===== src/rtl/radiation_pkg.sv =====
// Shared types and constants for the synthetic pulse emitter family.
package radiation_pkg;

  typedef enum logic [1:0] {
    IDLE  = 2'd0,
    RUN   = 2'd1,
    DRAIN = 2'd2
  } state_e;

  // Galois feedback mask for x^16 + x^14 + x^13 + x^11.
  localparam logic [15:0] LFSR_TAPS    = 16'hB400;
  localparam logic [15:0] DEFAULT_SEED = 16'hACE1;
  localparam int          CNT_W        = 16;

  // One right-shifting Galois step.
  function automatic logic [15:0] lfsr_next(input logic [15:0] cur);
    lfsr_next = {1'b0, cur[15:1]} ^ (cur[0] ? LFSR_TAPS : 16'h0000);
  endfunction

endpackage


===== src/rtl/radiation_lfsr.sv =====
// 16-bit Galois LFSR with a step enable; shared by the pulse, noise and
// pile-up generators. An all-zero seed would lock up, so it becomes 1.
module radiation_lfsr
  import radiation_pkg::*;
#(
  parameter logic [15:0] SEED = DEFAULT_SEED
) (
  input  logic        clk,
  input  logic        resetn,
  input  logic        step,
  output logic [15:0] state
);

  localparam logic [15:0] SEED_EFF = (SEED == 16'h0000) ? 16'h0001 : SEED;

  logic [15:0] lfsr_q, lfsr_d;

  // Advance the sequence only when asked.
  always_comb begin
    lfsr_d = step ? lfsr_next(lfsr_q) : lfsr_q;
  end

  // State register, reloaded with the seed on reset.
  always_ff @(posedge clk or negedge resetn) begin
    if (!resetn) lfsr_q <= SEED_EFF;
    else         lfsr_q <= lfsr_d;
  end

  assign state = lfsr_q;

endmodule


===== src/rtl/radiation_pulse_emitter.sv =====
// Synthetic detector-pulse source: emits height/timestamp events on a
// valid/ready stream at a programmable interval, with fixed or LFSR heights.
module radiation_pulse_emitter
  import radiation_pkg::*;
#(
  parameter int          HEIGHT_WIDTH   = 16,
  parameter int          INTERVAL_WIDTH = 16,
  parameter int          TS_WIDTH       = 32,
  parameter logic [15:0] LFSR_SEED      = DEFAULT_SEED
) (
  input  logic                      clk,
  input  logic                      resetn,
  input  logic                      enable,
  input  logic                      random_mode,
  input  logic [INTERVAL_WIDTH-1:0] interval_period,
  input  logic [HEIGHT_WIDTH-1:0]   fixed_height,
  input  logic [HEIGHT_WIDTH-1:0]   height_mask,
  input  logic                      clear_counts,
  output logic                      pulse_valid,
  input  logic                      pulse_ready,
  output logic [HEIGHT_WIDTH-1:0]   pulse_height,
  output logic [TS_WIDTH-1:0]       pulse_timestamp,
  output logic [CNT_W-1:0]          pulse_count,
  output logic [CNT_W-1:0]          drop_count,
  output logic                      busy
);

  // Drop counter sticks at all-ones instead of wrapping.
  function automatic logic [CNT_W-1:0] sat_inc(input logic [CNT_W-1:0] v);
    return (v == '1) ? v : v + CNT_W'(1);
  endfunction

  // A zero height would look like "no event" downstream, so it is bumped to 1.
  function automatic logic [HEIGHT_WIDTH-1:0] nonzero_height(input logic [HEIGHT_WIDTH-1:0] h);
    return (h == '0) ? HEIGHT_WIDTH'(1) : h;
  endfunction

  state_e                    state_q, state_d;
  logic [INTERVAL_WIDTH-1:0] cnt_q, cnt_d;
  logic [TS_WIDTH-1:0]       ts_q, ts_d;
  logic                      valid_q, valid_d;
  logic [HEIGHT_WIDTH-1:0]   height_q, height_d;
  logic [TS_WIDTH-1:0]       stamp_q, stamp_d;
  logic [CNT_W-1:0]          pcnt_q, pcnt_d;
  logic [CNT_W-1:0]          dcnt_q, dcnt_d;

  logic                      handshake;
  logic                      expiry;
  logic [INTERVAL_WIDTH-1:0] period_m1;
  logic                      lfsr_step;
  logic [15:0]               lfsr_state;
  logic [HEIGHT_WIDTH-1:0]   raw_height;

  assign handshake  = valid_q && pulse_ready;
  // A programmed interval of 0 behaves as 1, i.e. a reload value of 0.
  assign period_m1  = (interval_period == '0) ? '0 : interval_period - INTERVAL_WIDTH'(1);
  assign lfsr_step  = (state_q != IDLE);
  assign raw_height = random_mode ? (lfsr_state[HEIGHT_WIDTH-1:0] & height_mask) : fixed_height;

  radiation_lfsr #(
    .SEED (LFSR_SEED)
  ) u_lfsr (
    .clk    (clk),
    .resetn (resetn),
    .step   (lfsr_step),
    .state  (lfsr_state)
  );

  // Sequencing and slot interval counter; expiries only occur in RUN with enable held.
  always_comb begin
    state_d = state_q;
    cnt_d   = cnt_q;
    expiry  = 1'b0;
    case (state_q)
      IDLE: begin
        if (enable) begin
          state_d = RUN;
          cnt_d   = period_m1;
        end
      end
      RUN: begin
        if (!enable) begin
          // A pulse still waiting for ready must be delivered before going idle.
          state_d = (valid_q && !pulse_ready) ? DRAIN : IDLE;
        end else if (cnt_q == '0) begin
          expiry = 1'b1;
          cnt_d  = period_m1;
        end else begin
          cnt_d = cnt_q - INTERVAL_WIDTH'(1);
        end
      end
      DRAIN: begin
        if (handshake) state_d = IDLE;
      end
      default: state_d = IDLE;
    endcase
  end

  // Stream register, counters and timestamp; a held pulse is never overwritten.
  always_comb begin
    ts_d     = ts_q + TS_WIDTH'(1);
    valid_d  = valid_q;
    height_d = height_q;
    stamp_d  = stamp_q;
    pcnt_d   = pcnt_q;
    dcnt_d   = dcnt_q;
    if (expiry) begin
      if (!valid_q || handshake) begin
        valid_d  = 1'b1;
        height_d = nonzero_height(raw_height);
        stamp_d  = ts_q;
      end else begin
        dcnt_d = sat_inc(dcnt_q);
      end
    end else if (handshake) begin
      valid_d = 1'b0;
    end
    if (handshake) pcnt_d = pcnt_q + CNT_W'(1);
    if (clear_counts) begin
      pcnt_d = '0;
      dcnt_d = '0;
    end
  end

  // Control state register.
  always_ff @(posedge clk or negedge resetn) begin
    if (!resetn) begin
      state_q <= IDLE;
      cnt_q   <= '0;
    end else begin
      state_q <= state_d;
      cnt_q   <= cnt_d;
    end
  end

  // Output and counter registers; all cleared on reset so the stream starts quiet.
  always_ff @(posedge clk or negedge resetn) begin
    if (!resetn) begin
      ts_q     <= '0;
      valid_q  <= 1'b0;
      height_q <= '0;
      stamp_q  <= '0;
      pcnt_q   <= '0;
      dcnt_q   <= '0;
    end else begin
      ts_q     <= ts_d;
      valid_q  <= valid_d;
      height_q <= height_d;
      stamp_q  <= stamp_d;
      pcnt_q   <= pcnt_d;
      dcnt_q   <= dcnt_d;
    end
  end

  assign pulse_valid     = valid_q;
  assign pulse_height    = height_q;
  assign pulse_timestamp = stamp_q;
  assign pulse_count     = pcnt_q;
  assign drop_count      = dcnt_q;
  assign busy            = (state_q != IDLE);

endmodule


===== config.mk =====
export PLATFORM = sky130hd
export DESIGN_NAME = radiation_pulse_emitter
export DESIGN_NICKNAME = d
export VERILOG_FILES = /design/src/rtl/radiation_pkg.sv /design/src/rtl/radiation_lfsr.sv /design/src/rtl/radiation_pulse_emitter.sv
export SDC_FILE = /design/constraint.sdc
export NUM_CORES = 1
export LEC_CHECK = 0
export BUFFER_PORTS_ARGS = -buffer_cell sky130_fd_sc_hd__buf_2
export CORE_UTILIZATION = 56
export CTS_CLUSTER_DIAMETER = 40
export DETAILED_ROUTE_END_ITERATION = 7
export PLACE_DENSITY_LB_ADDON = 0.05
export SYNTH_ARGS = -nofsm -noshare
export SYNTH_HDL_FRONTEND = slang
export SYNTH_SLANG_ARGS = --single-unit

===== constraint.sdc =====
create_clock -name clk -period 2.8 [get_ports clk]
set_input_delay 0.84 -clock clk [delete_from_list [all_inputs] [get_ports clk]]
set_output_delay 0.84 -clock clk [all_outputs]
set_load 0.02 [all_outputs]

==> impl_metrics.json, run 1 <==
{
  "status": "finished, final reports clean",
  "synth-xor-area-share_pct": 6.94,
  "synth.mux.area_fraction_pct": 2.49,
  "drcViolationCount": 0,
  "cp.required_ns": 3.14,
  "crit_chain": "nor4_1, nand4_2, or4_4, or4_1, a21oi_1",
  "vias": 6165,
  "wl_per_cell_um": 15.2,
  "cts.sinks": 147,
  "fin_crit_sh_pct": 89.9,
  "drive_gt1_share_pct": 24.0,
  "synth_seq_cells": 147,
  "grt_max_degree": 63,
  "max_cap_violations": 0,
  "synth_fp_nets": 824,
  "syn_area_mm2": 0.00720,
  "grt_pass1_wl_um": 27200,
  "area_growth_pct": 23.0,
  "crit_fanout": 13,
  "setup_slack_ns": 0.283,
  "synth_top_family_by_area": "simple AND/OR/NAND/NOR gates",
  "yosys_warnings": 0,
  "cts.clk_slew.worst_paths_ns": 0.06,
  "cts_tree": "yes",
  "cts-root-buf": "clkbuf_16",
  "h-tree-depth": 4,
  "max-vdd-ir-drop_v": 0.000370,
  "cp-end-kind": "register",
  "r2r_slack_ns": 0.28,
  "num_io_pins": 136,
  "yosysSeqAreaShare_pct": 51.2,
  "rsz0062_at_grt": "false",
  "hold_buffers": 0,
  "synthAdderAreaFrac_pct": 1.04,
  "vias_per_cell": 5.62,
  "setup_viol": 0,
  "place_ws_ns": -0.0756,
  "r2r-start": "cnt_q[3]$_DFFE_PN0P_",
  "die_h_um": 115,
  "core_mm2": 0.0126,
  "synth.distinct_cells": 53,
  "synth_edf_count": 0,
  "n_antenna_cell": 0,
  "crit_family": "simple AND/OR/NAND/NOR gates",
  "cts_buffers": 17,
  "nNetsFinal": 972,
  "grt_pass1_vias": 5821,
  "die_x_um": 115,
  "initial_core_util_pct": 57.3,
  "avgSynthCellArea_um2": 9.42,
  "overflow": 0,
  "hold_violations": 0,
  "synth_compound_area_share_pct": 10.3,
  "fmax_mhz": 397,
  "crit_slowest_cell": "or4_4",
  "slew_headroom_pct": 48.9,
  "cpPeakStageDelay_ns": 0.65,
  "final.min_clock_period_ns": 2.52,
  "drt-initial-drc-count": 402,
  "synth_cells": 764,
  "dp_hpwl_um": 11900,
  "clk_latency_ns": 0.42,
  "ys_dominant_reg_cell": "dfrtp_1",
  "clockBufferDepth": 2,
  "p_leak_nw": 4.22,
  "cp.arrival_ns": 2.85,
  "final_cell_count_no_fill": 1097,
  "drtPass1Iterations": 8,
  "report.final.slew_viol_count": 0,
  "hp-class": "input pin to asynchronous set/reset pin",
  "finalWirelength_um": 16600,
  "io_buffer_count": 135,
  "postLayoutCoreUtil_pct": 70.4,
  "tightest_slew_ns": 0.759,
  "rows": 41,
  "antenna_found_initial": 0,
  "fin_skew_ns": 0.00515,
  "powerDensity_mw_per_mm2": 571,
  "synth_simple_gate_area_share_pct": 25.6,
  "async_reset_ff_share_pct": 100,
  "gp_congestion": 0.890,
  "startpoint_type": "register",
  "dieArea_mm2": 0.0133,
  "path_class": "register to register",
  "postRouteAntennaNets": 0,
  "place_inst": 1065,
  "crit_buf_inv": 0,
  "reg2reg_depth": 5,
  "timing.rr.end": "drop_count[13]$_DFFE_PN0P_",
  "grt_usage_pct": 26.2
}
## repair_timing
item / CTS / global route
endpoints found under the hold margin: 0 / 0
setup buffers: 0 / 0
gates resized for setup: 0 / 1
setup endpoints to repair: 0 / 1
## worst register-to-register path, stage by stage, from the launching register on
cell,delay [ns]
dfrtp_1,0.46
nor4_1,0.44
nand4_2,0.24
or4_4,0.65
or4_1,0.50
a21oi_1,0.16
## power by group
part           switching (mW)  internal, mW  leakage (nW)  total [mW]
clock                   0.845          1.64         0.320        2.48
combinational           0.198         0.145          1.93       0.343
sequential             0.0625          2.17          1.97        2.23
## final cells by class
cell class | instances | area (um^2)
clock buffers | 25 | 515
clock inverters | 7 | 141
fillers | 993 | 3720
inverters | 16 | 60.1
multi-input cells | 571 | 3340
flip-flops and latches | 147 | 3690
well taps | 172 | 215
repair buffers | 159 | 887
## worst max path at each step
stage / slack (ns) / from / cells after the start / endpoint
after global routing: 0.12 / cnt_q[10]$_DFFE_PN0P_ / 5 / drop_count[13]$_DFFE_PN0P_
after global placement: -0.04 / interval_period[4] / 6 / cnt_q[12]$_DFFE_PN0P_
after detailed placement: -0.08 / interval_period[4] / 6 / cnt_q[12]$_DFFE_PN0P_
final: 0.28 / cnt_q[3]$_DFFE_PN0P_ / 5 / drop_count[13]$_DFFE_PN0P_
after floorplan: 0.11 / interval_period[4] / 5 / cnt_q[12]$_DFFE_PN0P_
after CTS: 0.11 / cnt_q[0]$_DFFE_PN0P_ / 7 / drop_count[13]$_DFFE_PN0P_
## flip-flops by register name, indices dropped and copies added, names as in the netlist
name / cells
u_lfsr.state: 16
pulse_valid: 1
ts_q: 32
pulse_count: 16
pulse_timestamp: 32
state_q: 2
drop_count: 16
pulse_height: 16
cnt_q: 16
## per-layer routing
layer	wire length, um	up-vias	GRT usage (%)
met3	615	30	4.90
met4	311	0	11.5
met1	7600	2967	34.3
met5	0	-	0
li1	-	2986	-
met2	8110	182	42.6
## logic make-up (layout without fill, tap and decap cells)
kind of cell    Yosys count  count (layout)
simple gates            370             370
flops                   147             147
compound gates          122             122
xor+xnor                 57              57
buf+inv                  46             207
mux                      16              16
fa+ha+maj                 6               6
## placed cells by master, fill, tap and decap left out, types with 25 or more instances in the layout
master,netlist,final
or3_1,26,25
o21ai_0,47,47
xnor2_1,32,32
a21oi_1,25,25
dfrtp_1,139,139
xor2_1,25,25
nand2_1,152,152
nand3_1,34,34
buf_2,0,134
nor2_1,40,40
## cell usage after synthesis, drive strengths merged, types with 4 or more instances
library cell  instances  area (um^2)
nand2               152          571
o211ai                5         37.5
clkbuf               28          105
xnor2                32          280
and3                  8         50.1
nor2b                18          113
or4                  14          109
or3                  26          163
and4                  6         52.6
o21ai                47          235
nor3                 18         90.1
a31oi                19          119
a222oi                4         40.0
a21oi                25          125
or2                   5         31.3
nor2                 40          150
nand4                18          119
inv                  16         60.1
nand2b                8         50.1
nor4                 11         83.8
ha                    6         75.1
mux2                 15          169
dfrtp               139         3480
xor2                 25          219
and2                  4         25.0
dfstp                 8          210
nand3                34          170
## stage by stage
step	power [mW]	cell area (um^2)	hold slack, ns	TNS [ns]
3_3_place_gp	2.60	8190	0.445	-0.0379
5_1_grt	5.22	8850	0.434	0
4_1_cts	5.08	8850	0.408	0
3_5_place_dp	2.60	8190	0.450	-0.0844
2_1_floorplan	2.43	7200	0.445	0
6_report	5.05	8850	0.390	0
No activity file was read; power rests on OpenSTA's default activity.
==> inputs of run 2 (changes only) <==
==> constraint.sdc (replaced) <==
create_clock -name clk -period 2.8 [get_ports clk]
set_input_delay 0.14 -clock clk [delete_from_list [all_inputs] [get_ports clk]]
set_output_delay 0.14 -clock clk [all_outputs]
set_load 0.02 [all_outputs]
==> impl_metrics.json, run 2 (synthesis gave the netlist of run 1 again) <==
{
  "status": "finished, final reports clean",
  "gp_congestion": 0.864,
  "min_delay_worst_endpoint": "pulse_height[1]$_DFFE_PN0P_",
  "drt-initial-drc-count": 353,
  "rsz0062_at_grt": "false",
  "slew_headroom_pct": 47.8,
  "h-tree-depth": 4,
  "crit_fanout": 13,
  "clk_latency_ns": 0.42,
  "wl_per_cell_um": 15.2,
  "r2r-start": "cnt_q[0]$_DFFE_PN0P_",
  "area_growth_pct": 20.7,
  "final_cell_mix": "152 x nand2_1, 139 x dfrtp_1, 134 x buf_2",
  "pwr-share-comb_pct": 7.0,
  "powerDensity_mw_per_mm2": 546,
  "whs_ns": 0.0455,
  "p_int_mw": 3.64,
  "r2r_slack_ns": 0.23,
  "hp-start": "height_mask[1]",
  "drtPass1Iterations": 5,
  "finalPower_mw": 4.75,
  "swShare_pct": 23.2,
  "drive_gt1_share_pct": 22.9,
  "cp-end-kind": "register",
  "num_io_pins": 136,
  "cts.clk_slew.worst_paths_ns": 0.06,
  "startpoint_type": "register",
  "rows": 41,
  "fillCellCount": 1028,
  "cp.required_ns": 3.14,
  "overflow": 0,
  "hold_depth": 3,
  "report.final.slew_viol_count": 0,
  "fmax_mhz": 389,
  "timing.rr.end": "drop_count[13]$_DFFE_PN0P_",
  "p_leak_nw": 4.14,
  "hp-class": "input pin to register",
  "cts_buffers": 17,
  "p_clk_share_pct": 46.1,
  "max_cap_violations": 0,
  "grt_max_degree": 86,
  "max-vdd-ir-drop_v": 0.000372,
  "cts_tree": "yes",
  "fin_crit_sh_pct": 91.9,
  "fin_skew_ns": 0.00632,
  "p_switching_mw": 1.10,
  "antenna_found_initial": 0,
  "drcViolationCount": 0,
  "io_buffer_count": 135,
  "seq_power_share_pct": 46.9,
  "grt_pass1_vias": 5578,
  "postRouteAntennaNets": 0,
  "final.min_clock_period_ns": 2.57,
  "path_class": "register to register",
  "die_h_um": 115,
  "die_x_um": 115,
  "nNetsFinal": 964,
  "hold_violations": 0,
  "cts.sinks": 147,
  "dp_hpwl_um": 11800,
  "cp.arrival_ns": 2.92,
  "finalSetupTns_ns": 0,
  "dieArea_mm2": 0.0133,
  "cts-root-buf": "clkbuf_16",
  "clockBufferDepth": 2,
  "initial_core_util_pct": 57.3,
  "setup_viol": 0,
  "vias": 6113,
  "critPathLaunch": "cnt_q[0]$_DFFE_PN0P_",
  "reg2reg_depth": 7,
  "vias_per_cell": 5.61,
  "core_mm2": 0.0126,
  "finalWirelength_um": 16500,
  "n_antenna_cell": 0,
  "grt_usage_pct": 26.1,
  "tightest_slew_ns": 0.783,
  "grt_pass1_wl_um": 27000,
  "final_common_cell": "nand2_1"
}
[run 2: changes by cell type in the layout (fill, tap and decap cells not counted), sizes merged]
cell and delta:
dlygate4sd3 +2, buf -10, clkinvlp -1, inv +1, bufinv -3, clkinv +3
[run 2: metrics by stage]
| stage | cells | util (%) | worst slack (ns) | area (um^2) |
|---|---|---|---|---|
| final | 1089 | 69.1 | 0.226 | 8690 |
| after global routing | 1089 | 69.1 | 0.0501 | 8690 |
| after CTS | 1089 | 69.1 | 0.221 | 8690 |
| after detailed placement | 1055 | 64.4 | 0.244 | 8090 |
| after global placement | 1055 | 64.4 | 0.334 | 8090 |
| after floorplan | 764 | - | 0.491 | 7200 |
[run 2: worst max-delay path, cell delays in order (launching register included)]
cell	delay [ns]
dfrtp_1	0.41
inv_1	0.09
ha_1	0.15
nor3b_1	0.34
nand4_2	0.23
or4_4	0.64
or4_1	0.49
a21oi_1	0.14
[run 2: final cells by class]
type	instances	area (um^2)	area share [%]
well taps	172	215	2.48
repair buffers	151	807	9.29
clock inverters	7	71.3	0.821
clock buffers	25	505	5.82
inverters	16	60.1	0.691
multi-input cells	571	3340	38.4
flip-flops and latches	147	3690	42.5
[run 2: worst max-delay path by stage]
stage | endpoint | slack, ns | depth (start not counted)
3_3_place_gp | drop_count[13]$_DFFE_PN0P_ | 0.33 | 7
6_report | drop_count[13]$_DFFE_PN0P_ | 0.23 | 7
2_1_floorplan | drop_count[13]$_DFFE_PN0P_ | 0.49 | 7
4_1_cts | drop_count[13]$_DFFE_PN0P_ | 0.22 | 7
5_1_grt | drop_count[13]$_DFFE_PN0P_ | 0.05 | 7
3_5_place_dp | drop_count[13]$_DFFE_PN0P_ | 0.24 | 7
[run 2: timing repair]
| action | in CTS | in global routing |
|---|---|---|
| endpoints found under the hold margin | 79 | 0 |
| resized for setup | 0 | 0 |
| buffers inserted | 0 | 0 |
| setup endpoints to repair | 0 | 0 |
| hold buffers | 2 | 0 |
[run 2: power by group through the flow]
stage | Sequential, mW | Combinational [mW] | Clock (mW)
3_3_place_gp | 2.26 | 0.317 | 0
3_5_place_dp | 2.26 | 0.326 | 0
2_1_floorplan | 2.25 | 0.178 | 0
6_report | 2.23 | 0.330 | 2.19
4_1_cts | 2.22 | 0.332 | 2.23
5_1_grt | 2.23 | 0.372 | 2.31
[run 2: metal layers]
layer	share of wire, %	track usage, %
met3	4.6	4.27
met2	49	42.2
met1	44	34.9
met5	0	0
met4	2.1	11.3
==> inputs of run 3 (changes only) <==
--- a/config.mk
+++ b/config.mk
@@ -5,11 +5,14 @@
 export SDC_FILE = /design/constraint.sdc
 export NUM_CORES = 1
 export LEC_CHECK = 0
+export ABC_AREA = 0
 export BUFFER_PORTS_ARGS = -buffer_cell sky130_fd_sc_hd__buf_2
-export CORE_UTILIZATION = 56
+export CORE_UTILIZATION = 58
+export CTS_BUF_LIST = sky130_fd_sc_hd__clkbuf_8
 export CTS_CLUSTER_DIAMETER = 40
 export DETAILED_ROUTE_END_ITERATION = 7
 export PLACE_DENSITY_LB_ADDON = 0.05
+export SLEW_MARGIN = 20
 export SYNTH_ARGS = -nofsm -noshare
 export SYNTH_HDL_FRONTEND = slang
 export SYNTH_SLANG_ARGS = --single-unit
==> impl_metrics.json, run 3 (synthesis gave the netlist of run 1 again) <==
{
  "status": "finished, final reports clean",
  "tightest_slew_ns": 1.02,
  "cts.sinks": 147,
  "cts_tree": "yes",
  "die_x_um": 113,
  "post_cts_buffers": 0,
  "initial_core_util_pct": 59.7,
  "cp.arrival_ns": 2.97,
  "hold_depth": 3,
  "area_growth_pct": 18.9,
  "drive_gt1_share_pct": 22.8,
  "drcViolationCount": 0,
  "drtPass1Iterations": 5,
  "antenna_found_initial": 0,
  "hold_buffers": 7,
  "finalWirelength_um": 15900,
  "dieArea_mm2": 0.0129,
  "slew_headroom_pct": 32.0,
  "io_buffer_count": 135,
  "rsz0062_at_grt": "false",
  "cts_buffers": 17,
  "nNetsFinal": 965,
  "fin_skew_ns": 0.0108,
  "vias": 6111,
  "cts.clk_slew.worst_paths_ns": 0.08,
  "cpPeakStageDelay_ns": 0.65,
  "wl_per_cell_um": 14.6,
  "grt_pass1_wl_um": 26900,
  "clockBufferDepth": 2,
  "grt_max_degree": 90,
  "fillCellCount": 934,
  "path_class": "register to register",
  "die_h_um": 113,
  "grt_usage_pct": 26.6,
  "finalPower_mw": 4.28,
  "cts-resized-gates": 0,
  "num_io_pins": 136,
  "cp.required_ns": 3.17,
  "cp-end-kind": "register",
  "crit_family": "simple AND/OR/NAND/NOR gates",
  "max_cap_violations": 0,
  "p_leak_nw": 4.08,
  "n_antenna_cell": 0,
  "hp-class": "input pin to register",
  "clk_latency_ns": 0.45,
  "postRouteAntennaNets": 0,
  "final.min_clock_period_ns": 2.59,
  "core_mm2": 0.0121,
  "report.final.slew_viol_count": 0,
  "vias_per_cell": 5.63,
  "rows": 40,
  "fin_crit_sh_pct": 92.5,
  "drt-initial-drc-count": 461,
  "critical_path_cell_count": 7,
  "crit_buf_inv": 1,
  "setup_viol": 0,
  "gp_congestion": 0.884,
  "dp_hpwl_um": 11500,
  "overflow": 0,
  "h-tree-depth": 4,
  "cts-root-buf": "clkbuf_8",
  "crit_chain": "inv_1, ha_1, nor3b_1, nand4_2, or4_4, or4_1, a21oi_1",
  "startpoint_type": "register",
  "finalSetupTns_ns": 0,
  "final_common_cell": "nand2_1",
  "crit_fanout": 13,
  "crit_slowest_cell": "or4_4",
  "powerDensity_mw_per_mm2": 500,
  "fmax_mhz": 386,
  "max-vdd-ir-drop_v": 0.000280,
  "final_cell_mix": "152 x nand2_1, 139 x dfrtp_1, 134 x buf_2",
  "reg2reg_depth": 7,
  "grt_pass1_vias": 5736,
  "hold_violations": 0
}
==> run 3: layer usage <==
| metal | up-vias | GRT usage, % | part of all wire [%] |
|---|---|---|---|
| li1 | 2969 | - | - |
| met1 | 2927 | 36.1 | 46 |
| met2 | 187 | 42.2 | 48 |
| met3 | 28 | 4.84 | 4.5 |
| met4 | 0 | 11.4 | 2.2 |
| met5 | - | 0 | 0 |
==> run 3: worst reg2reg max path: stages (launching register included) <==
cell,delay (ns)
dfrtp_1,0.43
inv_1,0.10
ha_1,0.14
nor3b_1,0.33
nand4_2,0.23
or4_4,0.65
or4_1,0.49
a21oi_1,0.15
==> run 3: path summary, 6_finish.rpt <==
check,slack [ns],to,start
hold reg to reg,0.46,pulse_timestamp[2]$_DFFE_PN0P_,pulse_timestamp[2]$_DFFE_PN0P_
setup reg to reg,0.21,drop_count[13]$_DFFE_PN0P_,cnt_q[0]$_DFFE_PN0P_
max in group asynchronous,1.69,ts_q[19]$_DFF_PN0_,resetn
setup / recovery,0.21,drop_count[13]$_DFFE_PN0P_,cnt_q[0]$_DFFE_PN0P_
hold / removal,0.03,cnt_q[15]$_DFFE_PN0P_,interval_period[15]
min in group asynchronous,0.33,drop_count[14]$_DFFE_PN0P_,resetn
==> run 3: report_power, final <==
part / switching [mW] / internal [mW]
clock: 0.800 / 0.926
sequential: 0.0595 / 2.16
combinational: 0.192 / 0.139
==> run 3: layout make-up <==
type,count,area [um^2],area share (%)
repair buffers,152,840,9.81
clock inverters,13,158,1.84
well taps,168,210,2.46
inverters,16,60.1,0.702
clock buffers,19,262,3.06
flip-flops and latches,147,3690,43.1
multi-input cells,571,3340,39.0
==> run 3: stage by stage <==
stage               utilization (%)  setup WS [ns]  cells  hold slack (ns)  cell area (um^2)
floorplan                         -          0.491    764           -0.156              7200
global placement               66.9          0.357   1047            0.254              8070
detailed placement             66.9          0.259   1047            0.263              8070
CTS                            70.9          0.231   1086         0.000928              8560
global route                   70.9        0.00523   1086           0.0342              8560
finish                         70.9          0.209   1086           0.0251              8560
